## src/rtl/line_cache_filler.sv

```systemverilog
`default_nettype none
// ============================================================================
// Module      : line_cache_filler
// Description : Fetches one display row from SDRAM in fixed-length bursts and
//               writes it into one half of the line cache.
// Revision    : 1.0 - initial release
// ============================================================================
module line_cache_filler #(
    parameter int WORDS_PER_ROW = 640,
    parameter int BURST_LEN     = 8,
    parameter int LINE_BUDGET   = 1688
) (
    input  logic        clk,
    input  logic        reset,
    input  logic        g_req,
    output logic        g_ack,
    input  logic        g_cache_row,
    input  logic [9:0]  g_sdram_row,
    output logic        sd_req,
    input  logic        sd_ready,
    output logic [19:0] sd_addr,
    input  logic        sd_rdata_valid,
    input  logic [15:0] sd_rdata,
    output logic        wr_en,
    output logic [10:0] wr_address,
    output logic [15:0] wr_data,
    output logic        busy,
    output logic        late
);

    localparam int BEAT_W = (BURST_LEN > 1) ? $clog2(BURST_LEN) : 1;
    localparam int CYC_W  = $clog2(LINE_BUDGET + 1);

    localparam logic [BEAT_W-1:0] LAST_BEAT = BEAT_W'(BURST_LEN - 1);
    localparam logic [10:0]       ROW_END   = 11'(WORDS_PER_ROW);
    localparam logic [CYC_W-1:0]  CYC_MAX   = CYC_W'(LINE_BUDGET);

    typedef enum logic [1:0] {
        IDLE = 2'd0,
        CMD  = 2'd1,
        DATA = 2'd2,
        DONE = 2'd3
    } state_t;

    state_t              state_q,      state_d;
    logic                crow_q,       crow_d;
    logic [9:0]          srow_q,       srow_d;
    logic [9:0]          col_q,        col_d;
    logic [BEAT_W-1:0]   beat_q,       beat_d;
    logic [CYC_W-1:0]    cyc_q,        cyc_d;
    logic                g_ack_q,      g_ack_d;
    logic                wr_en_q,      wr_en_d;
    logic [10:0]         wr_address_q, wr_address_d;
    logic [15:0]         wr_data_q,    wr_data_d;
    logic                late_q,       late_d;

    always_ff @(posedge clk or posedge reset) begin
        if (reset) begin
            state_q      <= IDLE;
            crow_q       <= 1'b0;
            srow_q       <= 10'd0;
            col_q        <= 10'd0;
            beat_q       <= '0;
            cyc_q        <= '0;
            g_ack_q      <= 1'b0;
            wr_en_q      <= 1'b0;
            wr_address_q <= 11'd0;
            wr_data_q    <= 16'd0;
            late_q       <= 1'b0;
        end else begin
            state_q      <= state_d;
            crow_q       <= crow_d;
            srow_q       <= srow_d;
            col_q        <= col_d;
            beat_q       <= beat_d;
            cyc_q        <= cyc_d;
            g_ack_q      <= g_ack_d;
            wr_en_q      <= wr_en_d;
            wr_address_q <= wr_address_d;
            wr_data_q    <= wr_data_d;
            late_q       <= late_d;
        end
    end

    always_comb begin
        state_d      = state_q;
        crow_d       = crow_q;
        srow_d       = srow_q;
        col_d        = col_q;
        beat_d       = beat_q;
        cyc_d        = cyc_q;
        g_ack_d      = g_ack_q;
        wr_en_d      = 1'b0;
        wr_address_d = wr_address_q;
        wr_data_d    = wr_data_q;
        late_d       = late_q;

        // Budget counter runs only while the fetch is in flight and saturates.
        if ((state_q == CMD || state_q == DATA) && cyc_q != CYC_MAX) begin
            cyc_d = cyc_q + CYC_W'(1);
        end
        if ((state_q == CMD || state_q == DATA) && cyc_d == CYC_MAX) begin
            late_d = 1'b1;
        end

        case (state_q)
            IDLE: begin
                if (g_req != g_ack_q) begin
                    crow_d  = g_cache_row;
                    srow_d  = g_sdram_row;
                    col_d   = 10'd0;
                    cyc_d   = '0;
                    state_d = CMD;
                end
            end
            CMD: begin
                if (sd_ready) begin
                    beat_d  = '0;
                    state_d = DATA;
                end
            end
            DATA: begin
                if (sd_rdata_valid) begin
                    wr_en_d      = 1'b1;
                    wr_address_d = {crow_q, col_q};
                    wr_data_d    = sd_rdata;
                    col_d        = col_q + 10'd1;
                    beat_d       = beat_q + BEAT_W'(1);
                    if (beat_q == LAST_BEAT) begin
                        state_d = (({1'b0, col_q} + 11'd1) == ROW_END) ? DONE : CMD;
                    end
                end
            end
            DONE: begin
                // Ack lands after the final write strobe has been presented.
                g_ack_d = ~g_ack_q;
                state_d = IDLE;
            end
            default: begin
                state_d = IDLE;
            end
        endcase
    end

    assign sd_req     = (state_q == CMD);
    assign sd_addr    = {srow_q, col_q};
    assign busy       = (state_q != IDLE);
    assign g_ack      = g_ack_q;
    assign wr_en      = wr_en_q;
    assign wr_address = wr_address_q;
    assign wr_data    = wr_data_q;
    assign late       = late_q;

endmodule
`default_nettype wire

```

## config.mk

```make
export PLATFORM = sky130hd
export DESIGN_NAME = line_cache_filler
export DESIGN_NICKNAME = d
export VERILOG_FILES = /design/src/rtl/line_cache_filler.sv
export SDC_FILE = /design/constraint.sdc
export NUM_CORES = 1
export LEC_CHECK = 0
export BUFFER_PORTS_ARGS = -buffer_cell sky130_fd_sc_hd__buf_2
export CAP_MARGIN = 20
export CORE_ASPECT_RATIO = 0.6
export CORE_MARGIN = 4
export CORE_UTILIZATION = 50
export CTS_BUF_LIST = sky130_fd_sc_hd__clkbuf_8
export CTS_CLUSTER_DIAMETER = 120
export DETAILED_ROUTE_END_ITERATION = 7
export PLACE_DENSITY = 0.79
export SETUP_SLACK_MARGIN = 0.02
export SKIP_LAST_GASP = 1
export SYNTH_ARGS = -nofsm -noshare
export SYNTH_HDL_FRONTEND = slang
export SYNTH_SLANG_ARGS = --single-unit
```

## constraint.sdc

```tcl
create_clock -name clk -period 2.1 [get_ports clk]
set_clock_uncertainty 0.15 [all_clocks]
set_input_delay 0.105 -clock clk [delete_from_list [all_inputs] [get_ports clk]]
set_output_delay 0.105 -clock clk [all_outputs]
set_load 0.02 [all_outputs]
```

# ---- Word level (Yosys, flattened, before mapping)
# Index checks and enable logic that the tools add are counted.
dict set report totals {
  regBits 67
  latch_bits 0
  mem_bits_rw 0
  rom_bits 0
  in_bits 32
  output_inout_bits 52
  word_cells 57
  n_memories 0
}
dict set report classes {
  add_sub_neg 4
  multipliers 0
  div 0
  n_lt_le_gt_ge 0
  n_eq_ne 12
  shifts 0
  n_mux 17
  n_bitwise 1
  reduce_logical 12
}
# operator count
set ops {}
lappend ops {{$mux 11} 3}
lappend ops {{$mux 10} 2}
lappend ops {{$pmux 10 s2} 1}
lappend ops {{$add 10x1->11 const B} 1}
lappend ops {{$add 11x1->11 const B} 1}
lappend ops {{$eq 11x10->1 const B} 1}
lappend ops {{$eq 11x11->1 const B} 1}
lappend ops {{$ne 11x11->1 const B} 1}
lappend ops {{$add 10x1->10 const B} 1}
lappend ops {{$mux 2} 5}
lappend ops {{$pmux 2 s4} 1}
lappend ops {{$mux 3} 2}
lappend ops {{$pmux 3 s2} 1}
lappend ops {{$reduce_and 3->1} 2}
lappend ops {{$reduce_bool 2->1} 3}
lappend ops {{$eq 2x2->1 const B} 2}
lappend ops {{$ne 2x1->1 const B} 2}
lappend ops {{$ne 2x2->1 const B} 2}
lappend ops {{$reduce_and 2->1} 2}
lappend ops {{$reduce_and 4->1} 1}
lappend ops {{$add 3x1->3 const B} 1}
lappend ops {{$eq 3x3->1 const B} 1}
lappend ops {{$eq 2x1->1 const B} 1}
lappend ops {{$logic_and 1x1->1} 2}
lappend ops {{other kinds (5)} 6}

# ---- Logic depth before layout (Yosys ltp)
# Gate-level depths: netlist (run 1).
dict set report depth {
  depth_word 6
  ltp_mapped 9
}

# ---- Worst setup path before layout (run 1)
# OpenSTA, ideal clock, no wires.
dict set report synth_path {
  path_type {reg-to-reg}
  start {register state_q[0]}
  end {register wr_data_q[0], in the netlist wr_data[0]}
  setup_time_ns 0.125
  arrival_ns 1.770
  slack_ns 0.055
  path_stages_with_launch 8
  path_cell_list {dfrtp_1 inv_1 ha_1 clkbuf_1 nand2_1 inv_2 buf_2 mux2_2}
}
dict set report synth_via {
  elab_chain_len 2
}
# element line_no
set synth_lines {}
lappend synth_lines {{from (decl)} 45} ;# state_t state_q, state_d;
lappend synth_lines {{from (signal assigned)} 71} ;# state_q <= state_d;
lappend synth_lines {{$eq 2x2->1} 106} ;# case (state_q)
lappend synth_lines {{$reduce_and 2->1 (no source line)} --}
lappend synth_lines {{to (signal assigned)} 80} ;# wr_data_q <= wr_data_d;
lappend synth_lines {{to (decl)} 54} ;# logic [15:0] wr_data_q, wr_data_d;
# Every way passes these cells.
# A chain may end at the register's enable or synchronous reset.

# ---- Worst setup path after layout (run 1)
dict set report layout_path {
  start {register cyc_q[5]}
  end {register late_q, in the netlist late}
}
dict set report layout_via {
  elab_chain_len 5
  word_cells_on_any_way 6
  classes_between {1 x add/sub; 2 x eq/ne; 1 x mux; 2 x reduce/logical}
}
# element line_no
set layout_lines {}
lappend layout_lines {{from (decl)} 50} ;# logic [CYC_W-1:0] cyc_q, cyc_d;
lappend layout_lines {{from (signal assigned)} 76} ;# cyc_q <= cyc_d;
lappend layout_lines {{parallel branches: the longest is 2 deep, another holds $add 11x1->11} --}
lappend layout_lines {{$mux 11 *} 99} ;# if ((state_q == CMD || state_q == DATA) && cyc_q != CYC_MAX) begin
lappend layout_lines {{$eq 11x11->1 *} 102} ;# if ((state_q == CMD || state_q == DATA) && cyc_d == CYC_MAX) begin
lappend layout_lines {{$logic_and 1x1->1 *} 102}
lappend layout_lines {{to (signal assigned)} 81} ;# late_q <= late_d;
lappend layout_lines {{to (decl)} 55} ;# logic late_q, late_d;
# Mark *: on every way between the ends.

==> impl_metrics.ini, run 1 <==
[clock_tree]
path_clk_slew_ns = 0.07
clk_path_buf_depth = 2
h-tree-depth = 3
insertion_delay_ns = 0.34
cts_tree = yes
cts.sinks = 67
cts-buffers-inserted = 9
root_buffer = clkbuf_8

[die]
core_area_um2 = 6280
fp.dieH_um = 71.1
die_w_um = 113
rows = 22
initial_core_util = 0.528
die-area_um2 = 8040
io_pins = 84

[pwr]
internal_power_uw = 3530
seq_power_share = 0.348
irDropWorstVdd_mv = 0.758
total_leakage_power_uw = 0.00213
powerDensity_nw_per_um2 = 1280
p_sw_uw = 2110
sw_frac_of_total = 0.375
clkPwrFrac = 0.227
comb_power_share = 0.425

[finish]
postLayoutCoreUtil = 0.702
final_common_cell = buf_2
drive_above_1_share = 0.392
insertedDiodeCount = 0
area_growth_pct = 33.0
fin_area_um2 = 4410
nFillCells = 461
final_cell_mix = buf_2, dfrtp_1, mux2_2
num-nets-final = 460

[sta]
period_needed_ns = 2.00
max_freq_ghz = 0.500
slew_violations = 0
rsz0062_at_grt = true
hold_violations = 0
fin_crit_sh = 0.952
setup_viol = 0
slew_headroom = 0.645
fin_setup_tns_ns = 0
tightest_slew_ns = 0.533

[synth]
synth_top_area_frac = 0.506
synth_top_flop_cell = dfrtp_1
netlist_area_um2 = 3310
ys_warn_count = 0
ys_seq_elements = 67
synth_area_leaders = dfrtp_1, mux2_2, ha_1, o21ai_0, nor2_1
yosysSeqAreaShare = 0.506
synth_edf_count = 0
synth_top_area_cell = dfrtp_1
yosys.cell_types.count = 48
avgSynthCellArea_um2 = 11.0
async_flop_share = 1.00
syn_inst = 300
syn_nets = 342

[worst_setup_path]
reg2reg_depth = 5
start_kind = flip-flop
cp-end-kind = flip-flop
crit_arrival_ns = 2.08
required_ns = 2.18
critPathKind = reg2reg
path_max_fanout = 6
r2r_setup_slack_ns = 0.10

[placed_design]
dp_hpwl_um = 5420
place_congestion = 0.874
place_area_um2 = 3840
numPortBuffers = 83

[drt]
wl_per_cell_um = 16.2
remaining_drc_errors = 0
drt_wl_total_um = 8210
drtIter0Drc = 175
firstDrtPassIters = 4
via_count = 2682
ant_nets = 0
via_per_inst = 5.29

[global_route]
gr-total-overflow = 0
antenna_found_initial = 0
track_usage = 0.215
grt_pass1_vias = 2760
grt_start_max_net_pins = 68
grt_pass1_wl_um = 13600

[worst_hold_path]
hp-class = in2reg
hold_path_depth = 4

[flow_run]
maxCapViolCount = 0

[run_status]
status = finished, final reports clean
## through the flow
stage / setup slack, ns / instances / power, µW / hold WS, ns
after detailed placement: 0.0870 / 461 / 4260 / 0.0579
after CTS: 0.0233 / 506 / 5590 / 0.0175
after global placement: 0.127 / 461 / 4160 / 0.0498
after floorplan: 0.0554 / 300 / 3520 / 0.107
after global routing: 0.00527 / 507 / 5960 / 0.0850
final: 0.102 / 507 / 5640 / 0.0409
## critical path: stages (launching register included)
cell and delay (ns):
dfrtp_1 0.44, or2_4 0.30, o41ai_4 0.39, mux2i_2 0.31
nor2_2 0.05, a41o_1 0.25
## cells by family after synthesis
| logic type | share of synthesized area |
|---|---|
| AO/OA/AOI/OAI | 0.0985 |
| XOR/XNOR | 0.0370 |
| adder cells (fa/ha/maj) | 0.0378 |
| buffers and inverters | 0.0483 |
| flip-flops | 0.506 |
| multiplexers | 0.136 |
| AND/OR/NAND/NOR | 0.137 |
## sequential cells by signal, indices dropped and copies added (netlist names)
register,count
wr_en,1
state_q,2
g_ack,1
crow_q,1
col_q,10
beat_q,3
srow_q,10
late,1
wr_data,16
cyc_q,11
wr_address,11
## cells in the mapped netlist, drive strengths merged, types with 2 or more instances
| cell | instances |
|---|---|
| a21oi | 7 |
| a22o | 5 |
| a31oi | 3 |
| and3 | 5 |
| and4 | 3 |
| buf | 8 |
| clkbuf | 10 |
| dfrtp | 67 |
| ha | 10 |
| inv | 14 |
| mux2 | 37 |
| mux2i | 3 |
| nand2 | 18 |
| nand3 | 12 |
| nand3b | 2 |
| nand4 | 9 |
| nor2 | 30 |
| o21ai | 22 |
| o41ai | 3 |
| xnor2 | 6 |
| xor2 | 8 |
## worst paths after layout
| path | from | endpoint |
|---|---|---|
| worst max register to register | cyc_q[5] | late |
| worst max-delay path | cyc_q[5] | late |
| worst min register to register | wr_address[4] | wr_address[4] |
| min in group asynchronous | reset | wr_data[10] |
| max in group asynchronous | reset | cyc_q[4] |
| worst min-delay path | sd_rdata_valid | col_q[0] |
## layer usage
layer,global-route usage,routed length (µm),part of all wire,vias up
met5,0,0,0,-
met3,0.0684,714,0.087,17
li1,-,-,-,1292
met2,0.327,3650,0.44,122
met4,0.0907,171,0.021,0
met1,0.284,3670,0.45,1251
## layout make-up
class | instances | area (µm²) | share of cell area
clock buffer | 13 | 179 | 0.0406
clock inverter | 3 | 67.6 | 0.0153
inverter | 14 | 52.6 | 0.0119
multi-input combinational | 201 | 1500 | 0.340
sequential | 67 | 1680 | 0.380
tap | 84 | 105 | 0.0238
timing repair buffer | 125 | 828 | 0.188
## power by group through the flow
stage	sequential [µW]	clock, µW	combinational, µW
after floorplan	2320	0	1200
after global placement	1950	0	2210
after detailed placement	1970	0	2290
after CTS	1960	1300	2330
after global routing	2020	1360	2580
final	1960	1280	2400
## what timing repair did
item / CTS / global route
setup endpoints to repair: 0 / 2
hold buffers: 29 / 0
hold endpoints to repair: 95 / 0
gates resized for setup: 0 / 6
buffers inserted: 0 / 1
(Power assumes the default switching activity.)
==> run 2: changes to the inputs <==
--- a/config.mk
+++ b/config.mk
@@ -14,6 +14,7 @@
 export CTS_CLUSTER_DIAMETER = 120
 export DETAILED_ROUTE_END_ITERATION = 7
 export PLACE_DENSITY = 0.79
+export REMOVE_ABC_BUFFERS = 1
 export SETUP_SLACK_MARGIN = 0.02
 export SKIP_LAST_GASP = 1
 export SYNTH_ARGS = -nofsm -noshare
==> constraint.sdc (replaced) <==
create_clock -name clk -period 2.1 [get_ports clk]
set_clock_uncertainty 0.15 [all_clocks]
set_input_delay 0.42 -clock clk [delete_from_list [all_inputs] [get_ports clk]]
set_output_delay 0.42 -clock clk [all_outputs]
set_load 0.02 [all_outputs]
==> impl_metrics.ini, run 2 (synthesized netlist as in run 1, its figures left out) <==
[placed_design]
dp_cells = 463
place_congestion = 0.884
numPortBuffers = 83
dp_hpwl_um = 5560
place_area_um2 = 3840

[finish]
insertedDiodeCount = 0
final_common_cell = buf_2
fin_area_um2 = 4070
largest_reg_flops = 16
drive_above_1_share = 0.421
final_cell_mix = buf_2, dfrtp_1, mux2_2
fin_cells = 481
nFillCells = 512
num-nets-final = 434
postLayoutCoreUtil = 0.649
area_growth_pct = 22.8

[pwr]
irDropWorstVdd_mv = 0.908
powerDensity_nw_per_um2 = 1310
total_leakage_power_uw = 0.00200

[sta]
tightest_slew_ns = 0.519
setup_viol = 0
fin_crit_sh = 0.967
slew_headroom = 0.654
period_needed_ns = 2.03
slew_violations = 0
max_freq_ghz = 0.492
hold_violations = 0
rsz0062_at_grt = true

[worst_setup_path]
critPathKind = reg2reg
path_max_fanout = 4
start_kind = flip-flop
cpMaxStageDelayCell = or4_4
cp-startpoint = cyc_q[0]
crit_family = simple AND/OR/NAND/NOR gates
critPathBufInv = 1
worstReg2RegStart = cyc_q[0]
cp-end-kind = flip-flop
crit_chain = inv_2, ha_1, nand2_1, or4_4, a311oi_2, a41o_1
required_ns = 2.23
crit_arrival_ns = 2.16
critPathMaxStageDelay_ns = 0.54

[clock_tree]
cts.sinks = 67
h-tree-depth = 3
path_clk_slew_ns = 0.08
insertion_delay_ns = 0.34
clk_path_buf_depth = 2
cts_tree = yes
cts-buffers-inserted = 9
root_buffer = clkbuf_8

[global_route]
grt_use_met3 = 0.0829
track_usage = 0.200
grt_pass1_vias = 2524
grt_pass1_wl_um = 12600
busiest_layer = met1
grtUsageMet1 = 0.285
gr-total-overflow = 0
met2_usage = 0.277
antenna_found_initial = 0
grt_start_max_net_pins = 68

[drt]
wl_per_cell_um = 15.8
drtIter0Drc = 266
firstDrtPassIters = 4
via_per_inst = 5.48
remaining_drc_errors = 0
drt_wl_total_um = 7620
via_count = 2637
ant_nets = 0

[die]
rows = 22
core_area_um2 = 6280
fp.dieH_um = 71.1
die_w_um = 113
io_pins = 84
initial_core_util = 0.528
die-area_um2 = 8040

[worst_hold_path]
hp-class = in2reg
min_from = sd_rdata[11]

[flow_run]
maxCapViolCount = 0

[run_status]
status = finished, final reports clean
==> run 2: cell type report <==
cell class | instances | area [µm²] | area share
repair buffers | 99 | 551 | 0.135
inverters | 14 | 52.6 | 0.0129
clock inverters | 7 | 73.8 | 0.0181
flip-flops and latches | 67 | 1680 | 0.412
clock buffers | 9 | 124 | 0.0304
well taps | 84 | 105 | 0.0258
multi-input cells | 201 | 1490 | 0.366
==> run 2: per-stage QoR <==
stage,power (µW),setup slack [ns],setup TNS (ns),hold WS [ns]
floorplan,3430,-0.255,-13.06,0.327
global placement,4170,0.102,0,0.305
detailed placement,4260,0.00462,0,0.321
CTS,5370,0.0234,0,0.133
global route,5700,-0.0118,-0.0118,0.125
finish,5330,0.0685,0,0.150
==> run 2: path summary, 6_finish.rpt <==
check / slack, ns / cells after the start / end
setup reg to reg: 0.07 / 6 / late
max in group asynchronous: 0.98 / 4 / cyc_q[3]
hold / removal: 0.15 / 2 / wr_data[11]
min in group asynchronous: 0.53 / 4 / srow_q[5]
hold reg to reg: 0.33 / 2 / wr_address[8]
setup / recovery: 0.07 / 6 / late
==> run 2: metal layers <==
metal	wire length [µm]	vias to the layer above
met3	748	10
li1	-	1240
met1	3540	1277
met4	100	0
met5	0	-
met2	3230	110
==> run 2: where the power goes <==
part	switching [µW]	internal [µW]
clock network	522	556
registers	273	1690
logic	1310	980
==> run 2: worst register-to-register path, cell delays in order, from the launching register on <==
cell      delay (ns)
dfrtp_1         0.44
inv_2           0.10
ha_1            0.16
nand2_1         0.10
or4_4           0.54
a311oi_2        0.29
a41o_1          0.19
==> run 2: what timing repair did <==
action,4_1_cts,5_1_grt
pin swaps,1,1
hold buffers,1,0
hold endpoints to repair,35,0
setup buffers,1,0
setup endpoints to repair,1,24
gates resized for setup,1,5
==> run 3: changes to the inputs <==
--- a/config.mk
+++ b/config.mk
@@ -8,14 +8,14 @@
 export BUFFER_PORTS_ARGS = -buffer_cell sky130_fd_sc_hd__buf_2
 export CAP_MARGIN = 20
 export CORE_ASPECT_RATIO = 0.6
-export CORE_MARGIN = 4
+export CORE_MARGIN = 2
 export CORE_UTILIZATION = 50
 export CTS_BUF_LIST = sky130_fd_sc_hd__clkbuf_8
 export CTS_CLUSTER_DIAMETER = 120
 export DETAILED_ROUTE_END_ITERATION = 7
-export PLACE_DENSITY = 0.79
+export PLACE_DENSITY = 0.9
 export REMOVE_ABC_BUFFERS = 1
-export SETUP_SLACK_MARGIN = 0.02
+export SETUP_SLACK_MARGIN = 0.1
 export SKIP_LAST_GASP = 1
 export SYNTH_ARGS = -nofsm -noshare
 export SYNTH_HDL_FRONTEND = slang
==> impl_metrics.ini, run 3 (synthesized netlist as in run 1, its figures left out) <==
[finish]
postLayoutCoreUtil = 0.659
fin_cells = 484
final_common_cell = buf_2
num-nets-final = 437
insertedDiodeCount = 0
drive_above_1_share = 0.433
final_cell_mix = buf_2, dfrtp_1, mux2_2
largest_reg_flops = 16
area_growth_pct = 24.2

[worst_setup_path]
critPathKind = reg2reg
crit_arrival_ns = 2.12
reg2reg_to = late
cp-startpoint = cyc_q[0]
worstReg2RegStart = cyc_q[0]
critPathCapture = late
required_ns = 2.25
start_kind = flip-flop
path_max_fanout = 4
cp-end-kind = flip-flop
reg2reg_depth = 6
r2r_setup_slack_ns = 0.14

[sta]
period_needed_ns = 1.96
tightest_slew_ns = 0.540
slew_headroom = 0.640
setup_viol = 0
max_freq_ghz = 0.509
slew_violations = 0
fin_crit_sh = 0.935
rsz0062_at_grt = true
setup_ws_ns = 0.137
hold-worst-slack_ns = 0.135
hold_violations = 0

[drt]
drt_wl_total_um = 7550
firstDrtPassIters = 5
via_count = 2664
drtIter0Drc = 145
via_per_inst = 5.50
remaining_drc_errors = 0
ant_nets = 0
wl_per_cell_um = 15.6

[global_route]
gr-total-overflow = 0
antenna_found_initial = 0
grt_pass1_wl_um = 12300
track_usage = 0.226
grt_pass1_vias = 2659
grt_start_max_net_pins = 68

[placed_design]
dp_hpwl_um = 5430
numPortBuffers = 83
dpl_worst_slack_ns = 0.0499
place_congestion = 0.875
dp_cells = 465

[clock_tree]
path_clk_slew_ns = 0.09
h-tree-depth = 3
root_buffer = clkbuf_8
insertion_delay_ns = 0.36
cts-buffers-inserted = 9
cts_tree = yes
clk_path_buf_depth = 2
cts.sinks = 67

[worst_hold_path]
hp-class = in2reg

[pwr]
power.total_uw = 5430
total_leakage_power_uw = 0.00203
powerDensity_nw_per_um2 = 1320
irDropWorstVdd_mv = 0.850

[die]
rows = 22
io_pins = 84
die_w_um = 109
fp.dieH_um = 67.1
core_area_um2 = 6250
initial_core_util = 0.530
die-area_um2 = 7320

[run_status]
status = finished, final reports clean

[flow_run]
maxCapViolCount = 0
-- run 3: where the power goes --
part           switching, µW  total, µW  internal (µW)  leakage, µW
registers                268       1960           1690     0.000866
logic                   1340       2350           1000      0.00107
clock network            558       1130            570     0.000103
-- run 3: layout make-up --
| class | instances | area, µm² |
|---|---|---|
| inverter | 14 | 52.6 |
| multi-input combinational | 201 | 1500 |
| clock inverter | 7 | 83.8 |
| sequential | 67 | 1680 |
| fill | 461 | 2130 |
| tap | 84 | 105 |
| timing repair buffer | 102 | 573 |
| clock buffer | 9 | 124 |
-- run 3: through the flow --
step / instance area, µm² / TNS (ns)
global route: 4120 / 0
global placement: 3860 / 0
floorplan: 3210 / -13.06
finish: 4120 / 0
CTS: 4090 / 0
detailed placement: 3860 / 0
-- run 3: worst min path at each step --
stage / slack, ns / endpoint / depth (start not counted) / from
after detailed placement: 0.32 / late / 1 / late
after global placement: 0.32 / late / 1 / late
after CTS: 0.12 / srow_q[7] / 2 / g_sdram_row[7]
after global routing: 0.12 / srow_q[2] / 2 / g_sdram_row[2]
after floorplan: 0.33 / crow_q / 1 / crow_q
final: 0.13 / srow_q[9] / 2 / g_sdram_row[9]
-- run 3: critical path: stages, from the launching register on --
cell      delay [ns]
dfrtp_1         0.42
inv_2           0.09
ha_1            0.15
nand2_1         0.10
or4_4           0.54
a311oi_2        0.29
a41o_1          0.19
-- run 3: repair_timing --
| item | 4_1_cts | 5_1_grt |
|---|---|---|
| hold endpoints to repair | 67 | 0 |
| resized for setup | 1 | 8 |
| setup endpoints to repair | 1 | 8 |
| hold buffers | 1 | 0 |
| setup buffers | 1 | 1 |
-- run 3: routing by layer --
layer | wire length, µm | share of wire | up-vias | global-route usage
li1 | - | - | 1244 | -
met1 | 3520 | 0.47 | 1307 | 0.294
met2 | 3240 | 0.43 | 105 | 0.335
met3 | 703 | 0.093 | 8 | 0.0959
met4 | 80 | 0.011 | 0 | 0.0849
met5 | 0 | 0 | - | 0
